## config.mk

```make
export PLATFORM = sky130hd
export DESIGN_NAME = pio_debounce_bridge
export DESIGN_NICKNAME = d
export VERILOG_FILES = /design/src/rtl/pio_debounce_bridge.sv
export SDC_FILE = /design/constraint.sdc
export NUM_CORES = 1
export LEC_CHECK = 0
export CAP_MARGIN = 15
export CELL_PAD_IN_SITES_DETAIL_PLACEMENT = 0
export CELL_PAD_IN_SITES_GLOBAL_PLACEMENT = 1
export CORE_ASPECT_RATIO = 1.25
export CORE_MARGIN = 2
export CORE_UTILIZATION = 50
export CTS_CLUSTER_DIAMETER = 120
export DETAILED_ROUTE_END_ITERATION = 6
export PLACE_DENSITY = 0.84
export SYNTH_ARGS = -nofsm -noshare
export SYNTH_HDL_FRONTEND = slang
export SYNTH_SLANG_ARGS = --single-unit
```

## constraint.sdc

```tcl
create_clock -name clk_clk -period 5 [get_ports clk_clk]
set_input_delay 1 -clock clk_clk [delete_from_list [all_inputs] [get_ports clk_clk]]
set_output_delay 1 -clock clk_clk [all_outputs]
set_load 0.005 [all_outputs]
```

## src/rtl/pio_debounce_bridge.sv

```systemverilog
// ---------------------------------------------------------------------------
// pio_debounce_bridge
//
// Avalon-MM parallel-I/O peripheral for one board I/O group on the
// lightweight HPS-to-FPGA bridge. The raw inputs are synchronised and then
// debounced bit by bit. Edges of the debounced inputs are captured per bit,
// in a direction chosen per bit, and can raise a maskable level interrupt.
// The outputs come from one register that can be written whole or changed
// atomically through set/clear aliases.
//
// Register map (word address, unused high bits read 0):
//   0 DATA_IN  RO   debounced inputs
//   1 DATA_OUT RW   output register
//   2 IRQ_MASK RW   per-bit interrupt enable
//   3 EDGE_CAP W1C  captured edges
//   4 EDGE_SEL RW   0 = capture rising, 1 = capture falling
//   5 OUT_SET  WO   DATA_OUT |= wdata (reads 0)
//   6 OUT_CLR  WO   DATA_OUT &= ~wdata (reads 0)
//   7 reserved      reads 0, writes ignored
//
// Ports:
//   clk_clk         system clock
//   reset_reset_n   asynchronous active-low reset
//   avs_address     word address
//   avs_read        read strobe; avs_readdata is valid on the next cycle
//   avs_write       write strobe; takes effect on the same clock edge
//   avs_writedata   write data
//   avs_readdata    registered read data, held until the next read
//   pio_in_export   raw asynchronous inputs
//   pio_out_export  output register
//   irq             registered level interrupt
// ---------------------------------------------------------------------------
module pio_debounce_bridge #(
  parameter int unsigned          IN_WIDTH        = 10,
  parameter int unsigned          OUT_WIDTH       = 10,
  parameter int unsigned          SYNC_STAGES     = 2,
  parameter int unsigned          DEBOUNCE_CYCLES = 50000,
  parameter logic [OUT_WIDTH-1:0] OUT_RESET       = '0
) (
  input  logic                 clk_clk,
  input  logic                 reset_reset_n,
  input  logic [2:0]           avs_address,
  input  logic                 avs_read,
  input  logic                 avs_write,
  input  logic [31:0]          avs_writedata,
  output logic [31:0]          avs_readdata,
  input  logic [IN_WIDTH-1:0]  pio_in_export,
  output logic [OUT_WIDTH-1:0] pio_out_export,
  output logic                 irq
);

  localparam logic [2:0] ADDR_DATA_IN  = 3'd0;
  localparam logic [2:0] ADDR_DATA_OUT = 3'd1;
  localparam logic [2:0] ADDR_IRQ_MASK = 3'd2;
  localparam logic [2:0] ADDR_EDGE_CAP = 3'd3;
  localparam logic [2:0] ADDR_EDGE_SEL = 3'd4;
  localparam logic [2:0] ADDR_OUT_SET  = 3'd5;
  localparam logic [2:0] ADDR_OUT_CLR  = 3'd6;

  logic [IN_WIDTH-1:0]  r_sync [SYNC_STAGES];
  logic [IN_WIDTH-1:0]  w_syncIn;
  logic [IN_WIDTH-1:0]  r_dataIn;
  logic [IN_WIDTH-1:0]  w_dNext;
  logic [IN_WIDTH-1:0]  r_mask;
  logic [IN_WIDTH-1:0]  r_edgeSel;
  logic [IN_WIDTH-1:0]  r_cap;
  logic [IN_WIDTH-1:0]  w_rise;
  logic [IN_WIDTH-1:0]  w_fall;
  logic [IN_WIDTH-1:0]  w_capSet;
  logic [IN_WIDTH-1:0]  w_capClr;
  logic [OUT_WIDTH-1:0] r_dataOut;
  logic [31:0]          w_rdData;
  logic [31:0]          r_rdData;
  logic                 r_irq;
  logic                 w_unusedWrData;

  // Write data wider than the registers is simply dropped.
  assign w_unusedWrData = ^avs_writedata;

  // Input synchroniser: a plain shift chain of SYNC_STAGES flops per bit.
  always_ff @(posedge clk_clk or negedge reset_reset_n) begin
    if (!reset_reset_n) begin
      for (int k = 0; k < int'(SYNC_STAGES); k++) begin
        r_sync[k] <= '0;
      end
    end else begin
      r_sync[0] <= pio_in_export;
      for (int k = 1; k < int'(SYNC_STAGES); k++) begin
        r_sync[k] <= r_sync[k-1];
      end
    end
  end

  assign w_syncIn = r_sync[SYNC_STAGES-1];

  // w_dNext is the value the debounced register takes at the next edge; the
  // edge detector uses it so captures land on the same edge as the toggle.
  generate
    if (DEBOUNCE_CYCLES == 0) begin : g_bypass
      assign w_dNext = w_syncIn;
    end else begin : g_debounce
      localparam int unsigned CNT_W = $clog2(DEBOUNCE_CYCLES + 1);
      localparam logic [CNT_W-1:0] CNT_LAST = CNT_W'(DEBOUNCE_CYCLES - 1);

      logic [CNT_W-1:0] r_cnt [IN_WIDTH];

      // A bit follows the synchronised input only after it has disagreed for
      // DEBOUNCE_CYCLES consecutive cycles; any agreement restarts the count.
      always_comb begin
        w_dNext = r_dataIn;
        for (int i = 0; i < int'(IN_WIDTH); i++) begin
          if ((w_syncIn[i] != r_dataIn[i]) && (r_cnt[i] == CNT_LAST)) begin
            w_dNext[i] = w_syncIn[i];
          end
        end
      end

      // Per-bit stability counters.
      always_ff @(posedge clk_clk or negedge reset_reset_n) begin
        if (!reset_reset_n) begin
          for (int i = 0; i < int'(IN_WIDTH); i++) begin
            r_cnt[i] <= '0;
          end
        end else begin
          for (int i = 0; i < int'(IN_WIDTH); i++) begin
            if (w_syncIn[i] == r_dataIn[i]) begin
              r_cnt[i] <= '0;
            end else if (r_cnt[i] == CNT_LAST) begin
              r_cnt[i] <= '0;
            end else begin
              r_cnt[i] <= r_cnt[i] + 1'b1;
            end
          end
        end
      end
    end
  endgenerate

  // Debounced input register.
  always_ff @(posedge clk_clk or negedge reset_reset_n) begin
    if (!reset_reset_n) begin
      r_dataIn <= '0;
    end else begin
      r_dataIn <= w_dNext;
    end
  end

  // Edge detection in the direction chosen per bit. A coincident W1C loses
  // to a new edge so an event is never dropped.
  assign w_rise   = w_dNext & ~r_dataIn;
  assign w_fall   = ~w_dNext & r_dataIn;
  assign w_capSet = (w_rise & ~r_edgeSel) | (w_fall & r_edgeSel);
  assign w_capClr = (avs_write && (avs_address == ADDR_EDGE_CAP))
                    ? avs_writedata[IN_WIDTH-1:0] : '0;

  // Edge capture register.
  always_ff @(posedge clk_clk or negedge reset_reset_n) begin
    if (!reset_reset_n) begin
      r_cap <= '0;
    end else begin
      r_cap <= (r_cap & ~w_capClr) | w_capSet;
    end
  end

  // Software-writable control registers and the output register.
  always_ff @(posedge clk_clk or negedge reset_reset_n) begin
    if (!reset_reset_n) begin
      r_dataOut <= OUT_RESET;
      r_mask    <= '0;
      r_edgeSel <= '0;
    end else if (avs_write) begin
      case (avs_address)
        ADDR_DATA_OUT: r_dataOut <= avs_writedata[OUT_WIDTH-1:0];
        ADDR_IRQ_MASK: r_mask    <= avs_writedata[IN_WIDTH-1:0];
        ADDR_EDGE_SEL: r_edgeSel <= avs_writedata[IN_WIDTH-1:0];
        ADDR_OUT_SET:  r_dataOut <= r_dataOut | avs_writedata[OUT_WIDTH-1:0];
        ADDR_OUT_CLR:  r_dataOut <= r_dataOut & ~avs_writedata[OUT_WIDTH-1:0];
        default: ;
      endcase
    end
  end

  // Read mux; registers narrower than 32 bits are zero-extended.
  always_comb begin
    w_rdData = '0;
    case (avs_address)
      ADDR_DATA_IN:  w_rdData[IN_WIDTH-1:0]  = r_dataIn;
      ADDR_DATA_OUT: w_rdData[OUT_WIDTH-1:0] = r_dataOut;
      ADDR_IRQ_MASK: w_rdData[IN_WIDTH-1:0]  = r_mask;
      ADDR_EDGE_CAP: w_rdData[IN_WIDTH-1:0]  = r_cap;
      ADDR_EDGE_SEL: w_rdData[IN_WIDTH-1:0]  = r_edgeSel;
      default:       w_rdData = '0;
    endcase
  end

  // Read data is sampled from the pre-write register state and held.
  always_ff @(posedge clk_clk or negedge reset_reset_n) begin
    if (!reset_reset_n) begin
      r_rdData <= '0;
    end else if (avs_read) begin
      r_rdData <= w_rdData;
    end
  end

  // Interrupt is registered, so it trails CAP/MASK changes by one cycle.
  always_ff @(posedge clk_clk or negedge reset_reset_n) begin
    if (!reset_reset_n) begin
      r_irq <= 1'b0;
    end else begin
      r_irq <= |(r_cap & r_mask);
    end
  end

  assign avs_readdata   = r_rdData;
  assign pio_out_export = r_dataOut;
  assign irq            = r_irq;

endmodule
```

* Yosys cells after proc, flatten, opt, wreduce, memory -nomap -nowiden
Cells that the tools add are included. W data, S select, Z words.
Operators by class: add/sub/neg operators 10, order comparisons 0, multiply operators 0, muxes and demuxes 33, reduce and logical (&&, ||, !) cells 17, equality and inequality tests 36, bitwise gates (word level) 15, shifts and indexed selects 0, div/mod/pow operators 0
Operators with widths (count):
- $mux W16 | 20
- $add A16 B1 Y16 const B | 10
- $eq A16 B16 Y1 const B | 10
- $and A10 B10 Y10 | 7
- $not A10 Y10 | 5
- $pmux W10 S5 | 1
- $or A10 B10 Y10 | 3
- $pmux W10 S3 | 1
- $logic_and A1 B1 Y1 | 11
- $eq A1 B1 Y1 | 10
- $mux W1 | 10
- $mux W10 | 1
- $ne A1 B1 Y1 | 10
- $reduce_or A10 Y1 | 1
- $eq A3 B3 Y1 const B | 3
- $eq A3 B2 Y1 const B | 2
- $reduce_and A2 Y1 | 3
- $eq A3 B1 Y1 const B | 1
- $logic_not A3 Y1 | 1
- $reduce_bool A3 Y1 | 1
Word-level totals: memories 0, bits in read-only memories 0, memory bits (writable) 0, register bits after elaboration 241, input bits 49, word-level logic and storage cells 130, bits in latches 0

* Depth between registers and ports, before layout
Gate-level depths: netlist of run 1.
depth in word-level cells 8, depth in mapped cells 6

* Worst setup path after synthesis of run 1
OpenSTA, ideal clock, no wires.
path type input port to flip-flop, start point input port avs_address[1], end point register r_rdData[1] (netlist: avs_readdata[1]), buffers on the path 2, setup time 0.119 ns, setup slack 2.636 ns, data arrival time 2.245 ns, cell stages on the path 5, cell sequence clkbuf_1 buf_2 mux4_2 a21oi_1 nand2_1
Between the ends: word-level cells in the longest chain between the ends 2, elaborated cells on any way between the ends 6
Ends and longest elaborated chain:
- from (decl) | RTL line 42 | input logic [2:0] avs_address,
- $eq A3 B3 Y1, or another cell as far along | RTL line 186 | case (avs_address)
- $pmux W10 S5 * | RTL line 186
- to (signal assigned) | RTL line 201 | r_rdData <= w_rdData;
- to (decl) | RTL line 73 | logic [31:0] r_rdData;
Every way passes the cells marked *; elsewhere a longest branch is shown, timed or not. A chain may end at the register's enable or synchronous reset.

* Worst setup path after layout of run 1
start point input port avs_address[0], end point register r_edgeSel[2]
Between the ends: word-level cells in the longest chain between the ends 2
Ends and longest elaborated chain:
- $eq A3 B3 Y1 | RTL line 172 | case (avs_address)
- $reduce_and A2 Y1 (no source line)
- to (signal assigned) | RTL line 175 | ADDR_EDGE_SEL: r_edgeSel <= avs_writedata[IN_WIDTH-1:0];
- to (decl) | RTL line 65 | logic [IN_WIDTH-1:0] r_edgeSel;
Every way passes these cells.

==> impl_metrics.env, run 1 <==
export IMPL_pwr_share_clk_pct=43.4
export IMPL_drive_above_1_share_pct=7.71
export IMPL_ctsHoldBuffers=0
export IMPL_synth_edff_count=0
export IMPL_row_count=62
export IMPL_syn_avg_cell_area_um2=10.1
export IMPL_multi_input_area_mm2=0.00521
export IMPL_tightest_slew_ns=0.942
export IMPL_ys_seq_area_share_pct=52.3
export IMPL_worst_ir_drop_vdd_uv=299
export IMPL_cts_root_buf="clkbuf_16"
export IMPL_internal_power_mw=3.32
export IMPL_grt_use_total_pct=19.5
export IMPL_synth_async_reset_ratio_pct=100
export IMPL_place_congestion=0.822
export IMPL_synth_area_leader_cell="dfrtp_1"
export IMPL_min_period_over_period_pct=53.8
export IMPL_post_cts_buffers=0
export IMPL_finalClockSkew_ns=0.0160
export IMPL_reg2reg_slack_ns=2.99
export IMPL_path_class="in2reg"
export IMPL_switching_share_pct=23.0
export IMPL_rsz0062_at_grt="false"
export IMPL_clk_pin_slew_ns=0.06
export IMPL_area_growth_syn_to_layout_pct=13.2
export IMPL_antenna_cells=0
export IMPL_fillers=1999
export IMPL_topRoutingLayerUsed="met4"
export IMPL_setup_violations_final=0
export IMPL_final_cell_area_mm2=0.0131
export IMPL_clk_path_buf_depth=3
export IMPL_vias_per_cell=5.45
export IMPL_worstSkewPairLatency_ns=0.52
export IMPL_p_switching_uw=990
export IMPL_p_seq_share_pct=49.4
export IMPL_wl_per_cell_um=15.6
export IMPL_ant_nets=0
export IMPL_min_period_ns=2.69
export IMPL_cts_sinks=241
export IMPL_grt_pass1_vias=7985
export IMPL_cts_repair_resized=0
export IMPL_grt_antenna_before_repair=0
export IMPL_ys_types=46
export IMPL_ys_warn_count=0
export IMPL_dr_wl_met3_um=1140
export IMPL_start_util_pct=50.5
export IMPL_placed_area_mm2=0.0122
export IMPL_routed_wl_um=23300
export IMPL_p_comb_share_pct=7.2
export IMPL_die_w_um=140
export IMPL_cap_violations=0
export IMPL_die_area_mm2=0.0243
export IMPL_grt_pass1_wl_um=39900
export IMPL_hold_viol=0
export IMPL_cts_htree_levels=1
export IMPL_required_ns=5.40
export IMPL_grt_max_degree=126
export IMPL_critPathArrivalTime_ns=3.09
export IMPL_gr_total_overflow=0
export IMPL_fmax_mhz=372
export IMPL_min_delay_path_class="reg2reg"
export IMPL_critPathMaxFanout=10
export IMPL_cts_tree="built"
export IMPL_final_nets=1251
export IMPL_setup_tns_ns=0
export IMPL_io_buffers=47
export IMPL_ys_flop_type="dfrtp_1"
export IMPL_wl_met1_um=10500
export IMPL_pin_count=92
export IMPL_dr_pass1_iters=7
export IMPL_core_mm2=0.0228
export IMPL_vias=8147
export IMPL_cts_buffers=26
export IMPL_synth_common_cells="dfrtp_1, nor2_1, xnor2_1, nand2_1, nand4_1"
export IMPL_syn_inst=1136
export IMPL_status="finished, final reports clean"
export IMPL_ys_seq_elements=241
export IMPL_setup_ws_ns=2.31
export IMPL_dieHeight_um=174
export IMPL_wl_met2_um=11300
export IMPL_leakagePower_nw=5.35
export IMPL_relSlewSlack_pct=37.2
export IMPL_synth_top_area_share_pct=52.3
export IMPL_drc=0
export IMPL_slew_violations=0
export IMPL_synth_area_mm2=0.0115
export IMPL_start_kind="input port"
export IMPL_drtIter0Drc=409
export IMPL_endpoint_kind="flip-flop"
export IMPL_area_sequential_mm2=0.00603
export IMPL_synth_most_common_cell="dfrtp_1"
export IMPL_dpl_worst_slack_ns=1.81
export IMPL_synth_area_leaders="dfrtp_1, xnor2_1, nor2_1"
export IMPL_p_per_area_mw_per_mm2=330
export IMPL_hpwl_um=15200
## state kept, by name, indices dropped and copies added (netlist names)
name,flops
irq,1
pio_out_export,10
r_cap,10
r_edgeSel,10
r_sync,10
w_syncIn,10
g_debounce.r_cnt,160
r_dataIn,10
r_mask,10
avs_readdata,10
## per-layer routing
metal	global-route usage, %	up-vias
met5	0	-
met4	4.79	0
met3	3.70	25
met2	31.7	133
met1	27.2	3982
li1	-	4007
## layout by cell type (no fill, tap or decap), types with 7 or more instances in the layout
master             n
conb_1            22
and3_1            15
nor4bb_1          14
nand3_1           44
xnor2_1          108
o21ai_0           10
and2_1             8
ha_1              10
xor2_1            38
nor4b_1           10
nand2_1          102
nor2_1           194
buf_4              7
a21oi_1           42
nor4_1            45
mux4_2             9
clkdlybuf4s50_1   46
nand4_1           47
dfrtp_1          241
mux2_2            29
clkbuf_16         27
nor2b_1           12
nor3_1            46
inv_1             26
## worst max-delay path, cell delays in order
cell	delay, ns
clkdlybuf4s50_1	0.66
nor3b_1	0.39
and2_1	0.63
mux2_2	0.41
## stage by stage
stage                     power [mW]  utilization [%]  std cells  hold slack [ns]
after floorplan                 2.32                -       1157            0.331
after global placement          2.47             53.6       1452            0.335
after detailed placement        2.47             53.6       1452            0.336
after CTS                       4.37             57.2       1495            0.350
after global routing            4.49             57.2       1495            0.358
final                           4.31             57.2       1495            0.349
## final timing paths
kind | cells past startpoint | startpoint | endpoint
max | 4 | avs_address[0] | r_edgeSel[2]
min | 0 | r_sync[13] | w_syncIn[3]
max reg2reg | 4 | g_debounce.r_cnt[124] | g_debounce.r_cnt[125]
min reg2reg | 0 | r_sync[13] | w_syncIn[3]
max in group asynchronous | 2 | reset_reset_n | g_debounce.r_cnt[73]
min in group asynchronous | 1 | reset_reset_n | g_debounce.r_cnt[90]
## cell type report
type,count,share of cell area [%]
inverter,26,0.748
clock inverter,7,0.652
sequential,241,46.2
multi-input combinational,843,39.9
clock buffer,36,5.67
timing repair buffer,54,4.05
tap,288,2.76
## logic make-up (layout without fill, tap and decap cells)
family,Yosys count,after routing,share of synthesized area (%)
and+or+nand+nor,559,559,24.0
other,1,22,0.0325
DFF,241,241,52.3
buffers and inverters,73,123,3.21
AOI/OAI and AO/OA,66,66,3.44
xor gates and xnor gates,146,146,11.1
adders and majority gates,10,10,1.09
muxes,40,40,4.81
## power by group through the flow
stage          clock network, mW  registers [mW]  logic, mW
2_1_floorplan                  0            2.14      0.182
3_3_place_gp                   0            2.16      0.311
3_5_place_dp                   0            2.16      0.315
4_1_cts                     1.92            2.13      0.319
5_1_grt                     2.00            2.14      0.353
6_report                    1.87            2.13      0.312
No activity file was read; power rests on OpenSTA's default activity.
==> run 2: changes to the inputs <==
--- a/config.mk
+++ b/config.mk
@@ -10,10 +10,10 @@
 export CELL_PAD_IN_SITES_GLOBAL_PLACEMENT = 1
 export CORE_ASPECT_RATIO = 1.25
 export CORE_MARGIN = 2
-export CORE_UTILIZATION = 50
+export CORE_UTILIZATION = 42
 export CTS_CLUSTER_DIAMETER = 120
 export DETAILED_ROUTE_END_ITERATION = 6
-export PLACE_DENSITY = 0.84
+export PLACE_DENSITY = 0.75
 export SYNTH_ARGS = -nofsm -noshare
 export SYNTH_HDL_FRONTEND = slang
 export SYNTH_SLANG_ARGS = --single-unit
==> constraint.sdc (replaced) <==
create_clock -name clk_clk -period 2.32 [get_ports clk_clk]
set_input_delay 0.464 -clock clk_clk [delete_from_list [all_inputs] [get_ports clk_clk]]
set_output_delay 0.464 -clock clk_clk [all_outputs]
set_load 0.005 [all_outputs]
==> impl_metrics.env, run 2 (synthesized netlist as in run 1, its figures left out) <==
export IMPL_p_seq_share_pct=47.4
export IMPL_min_period_ns=2.03
export IMPL_setup_tns_ns=0
export IMPL_rsz0062_at_grt="false"
export IMPL_min_to="w_syncIn[1]"
export IMPL_p_comb_share_pct=7.3
export IMPL_min_period_over_period_pct=87.3
export IMPL_min_from="r_sync[11]"
export IMPL_layout_commonest_cell="dfrtp_1"
export IMPL_largest_reg_flops=160
export IMPL_cp_cell_sequence="clkdlybuf4s50_1"
export IMPL_worst_ir_drop_vdd_uv=598
export IMPL_drive_above_1_share_pct=10.3
export IMPL_cts_sinks=241
export IMPL_io_buffers=47
export IMPL_cp_slowest_stage_delay_ns=0.61
export IMPL_r2r_start="g_debounce.r_cnt[43]"
export IMPL_grt_pass1_wl_um=40800
export IMPL_clk_path_buf_depth=3
export IMPL_fmax_mhz=493
export IMPL_hpwl_um=16400
export IMPL_final_nets=1279
export IMPL_drc=0
export IMPL_ant_nets=0
export IMPL_grt_pass1_vias=8182
export IMPL_path_class="reg2out"
export IMPL_die_area_mm2=0.0288
export IMPL_vias=8249
export IMPL_required_ns=1.86
export IMPL_die_w_um=152
export IMPL_gr_total_overflow=0
export IMPL_clk_pin_slew_ns=0.06
export IMPL_status="finished, final reports clean"
export IMPL_switching_share_pct=23.1
export IMPL_cts_htree_levels=1
export IMPL_start_kind="flip-flop"
export IMPL_cts_root_buf="clkbuf_16"
export IMPL_internal_power_mw=7.46
export IMPL_min_delay_path_class="reg2reg"
export IMPL_leakagePower_nw=5.56
export IMPL_post_cts_buffers=0
export IMPL_grt_use_total_pct=16.8
export IMPL_critPathMaxFanout=5
export IMPL_p_switching_mw=2.24
export IMPL_mostFrequentLayoutCells="dfrtp_1, nor2_1, xnor2_1"
export IMPL_timing_hold_ws_ns=0.347
export IMPL_hold_viol=0
export IMPL_drtIter0Drc=374
export IMPL_cp_num_buf_inv=1
export IMPL_area_growth_syn_to_layout_pct=17.1
export IMPL_setup_violations_final=0
export IMPL_ff2ff_path_depth=4
export IMPL_path_delay_family="buffers and inverters"
export IMPL_rr_endpoint="g_debounce.r_cnt[35]"
export IMPL_pwr_share_clk_pct=45.4
export IMPL_routed_wl_um=23900
export IMPL_grt_antenna_before_repair=1
export IMPL_p_per_area_mw_per_mm2=718
export IMPL_holdPathStages=0
export IMPL_regMostFlops="g_debounce.r_cnt"
export IMPL_worstSkewPairLatency_ns=0.53
export IMPL_wl_per_cell_um=15.1
export IMPL_slew_violations=0
export IMPL_pin_count=92
export IMPL_cap_violations=0
export IMPL_start_util_pct=42.8
export IMPL_critPathArrivalTime_ns=1.56
export IMPL_relSlewSlack_pct=64.5
export IMPL_final_cell_area_mm2=0.0135
export IMPL_dr_pass1_iters=5
export IMPL_reg2reg_slack_ns=0.35
export IMPL_tightest_slew_ns=0.531
export IMPL_cts_tree="built"
export IMPL_finalClockSkew_ns=0.00944
export IMPL_cpMaxStageDelayCell="clkdlybuf4s50_1"
export IMPL_endpoint_kind="primary output"
export IMPL_placed_area_mm2=0.0126
export IMPL_vias_per_cell=5.20
export IMPL_row_count=67
export IMPL_dieHeight_um=189
export IMPL_place_congestion=0.807
export IMPL_core_mm2=0.0269
export IMPL_grt_max_degree=62
export IMPL_cts_buffers=26
-- run 2: through the flow --
step / std cells / utilization (%) / setup WS [ns] / power, mW
after floorplan: 1157 / - / 0.470 / 5.00
after global placement: 1536 / 46.7 / 0.133 / 5.37
after detailed placement: 1536 / 46.7 / 0.137 / 5.39
after CTS: 1585 / 50.2 / 0.273 / 9.87
after global routing: 1586 / 50.2 / 0.249 / 10.1
final: 1586 / 50.2 / 0.294 / 9.70
-- run 2: what timing repair did --
| action | in CTS | in global routing |
|---|---|---|
| hold buffers | 1 | 0 |
| endpoints found under the hold margin | 56 | 0 |
| gates resized for setup | 0 | 0 |
| setup endpoints to repair | 0 | 0 |
-- run 2: layer usage --
metal  global-route usage, %  vias up  part of all wire, %
met5                       0        -                    0
met4                    5.07        0                  2.1
met3                    3.30       37                  4.8
met2                    28.2      116                   48
met1                    22.1     4023                   45
li1                        -     4073                    -
-- run 2: cell type report --
type | instances | area [µm²]
Inverter | 26 | 97.6
Timing Repair Buffer | 82 | 803
Multi-Input combinational cell | 843 | 5210
Fill cell | 2454 | 13400
Sequential cell | 241 | 6030
Clock buffer | 34 | 742
Antenna cell | 1 | 2.50
Tap cell | 345 | 432
Clock inverter | 14 | 184
-- run 2: worst reg2reg max path, stage by stage (launching register included) --
cell	delay [ns]
dfrtp_1	0.41
or4b_1	0.53
or4_4	0.56
nand2_2	0.26
nor2_1	0.09
-- run 2: power by group through the flow --
stage / clock [mW] / combinational (mW) / sequential (mW)
finish: 4.40 / 0.704 / 4.59
CTS: 4.55 / 0.722 / 4.60
floorplan: 0 / 0.393 / 4.61
global route: 4.72 / 0.794 / 4.62
detailed placement: 0 / 0.716 / 4.67
global placement: 0 / 0.704 / 4.66
-- run 2: worst max path at each step --
| stage | startpoint | end | slack [ns] | cells after the start |
|---|---|---|---|---|
| 6_report | pio_out_export[5] | pio_out_export[5] | 0.29 | 1 |
| 5_1_grt | pio_out_export[5] | pio_out_export[5] | 0.25 | 1 |
| 4_1_cts | pio_out_export[5] | pio_out_export[5] | 0.27 | 1 |
| 3_5_place_dp | avs_address[2] | r_edgeSel[5] | 0.14 | 5 |
| 3_3_place_gp | avs_address[2] | r_edgeSel[2] | 0.13 | 5 |
| 2_1_floorplan | g_debounce.r_cnt[43] | r_dataIn[7] | 0.47 | 3 |
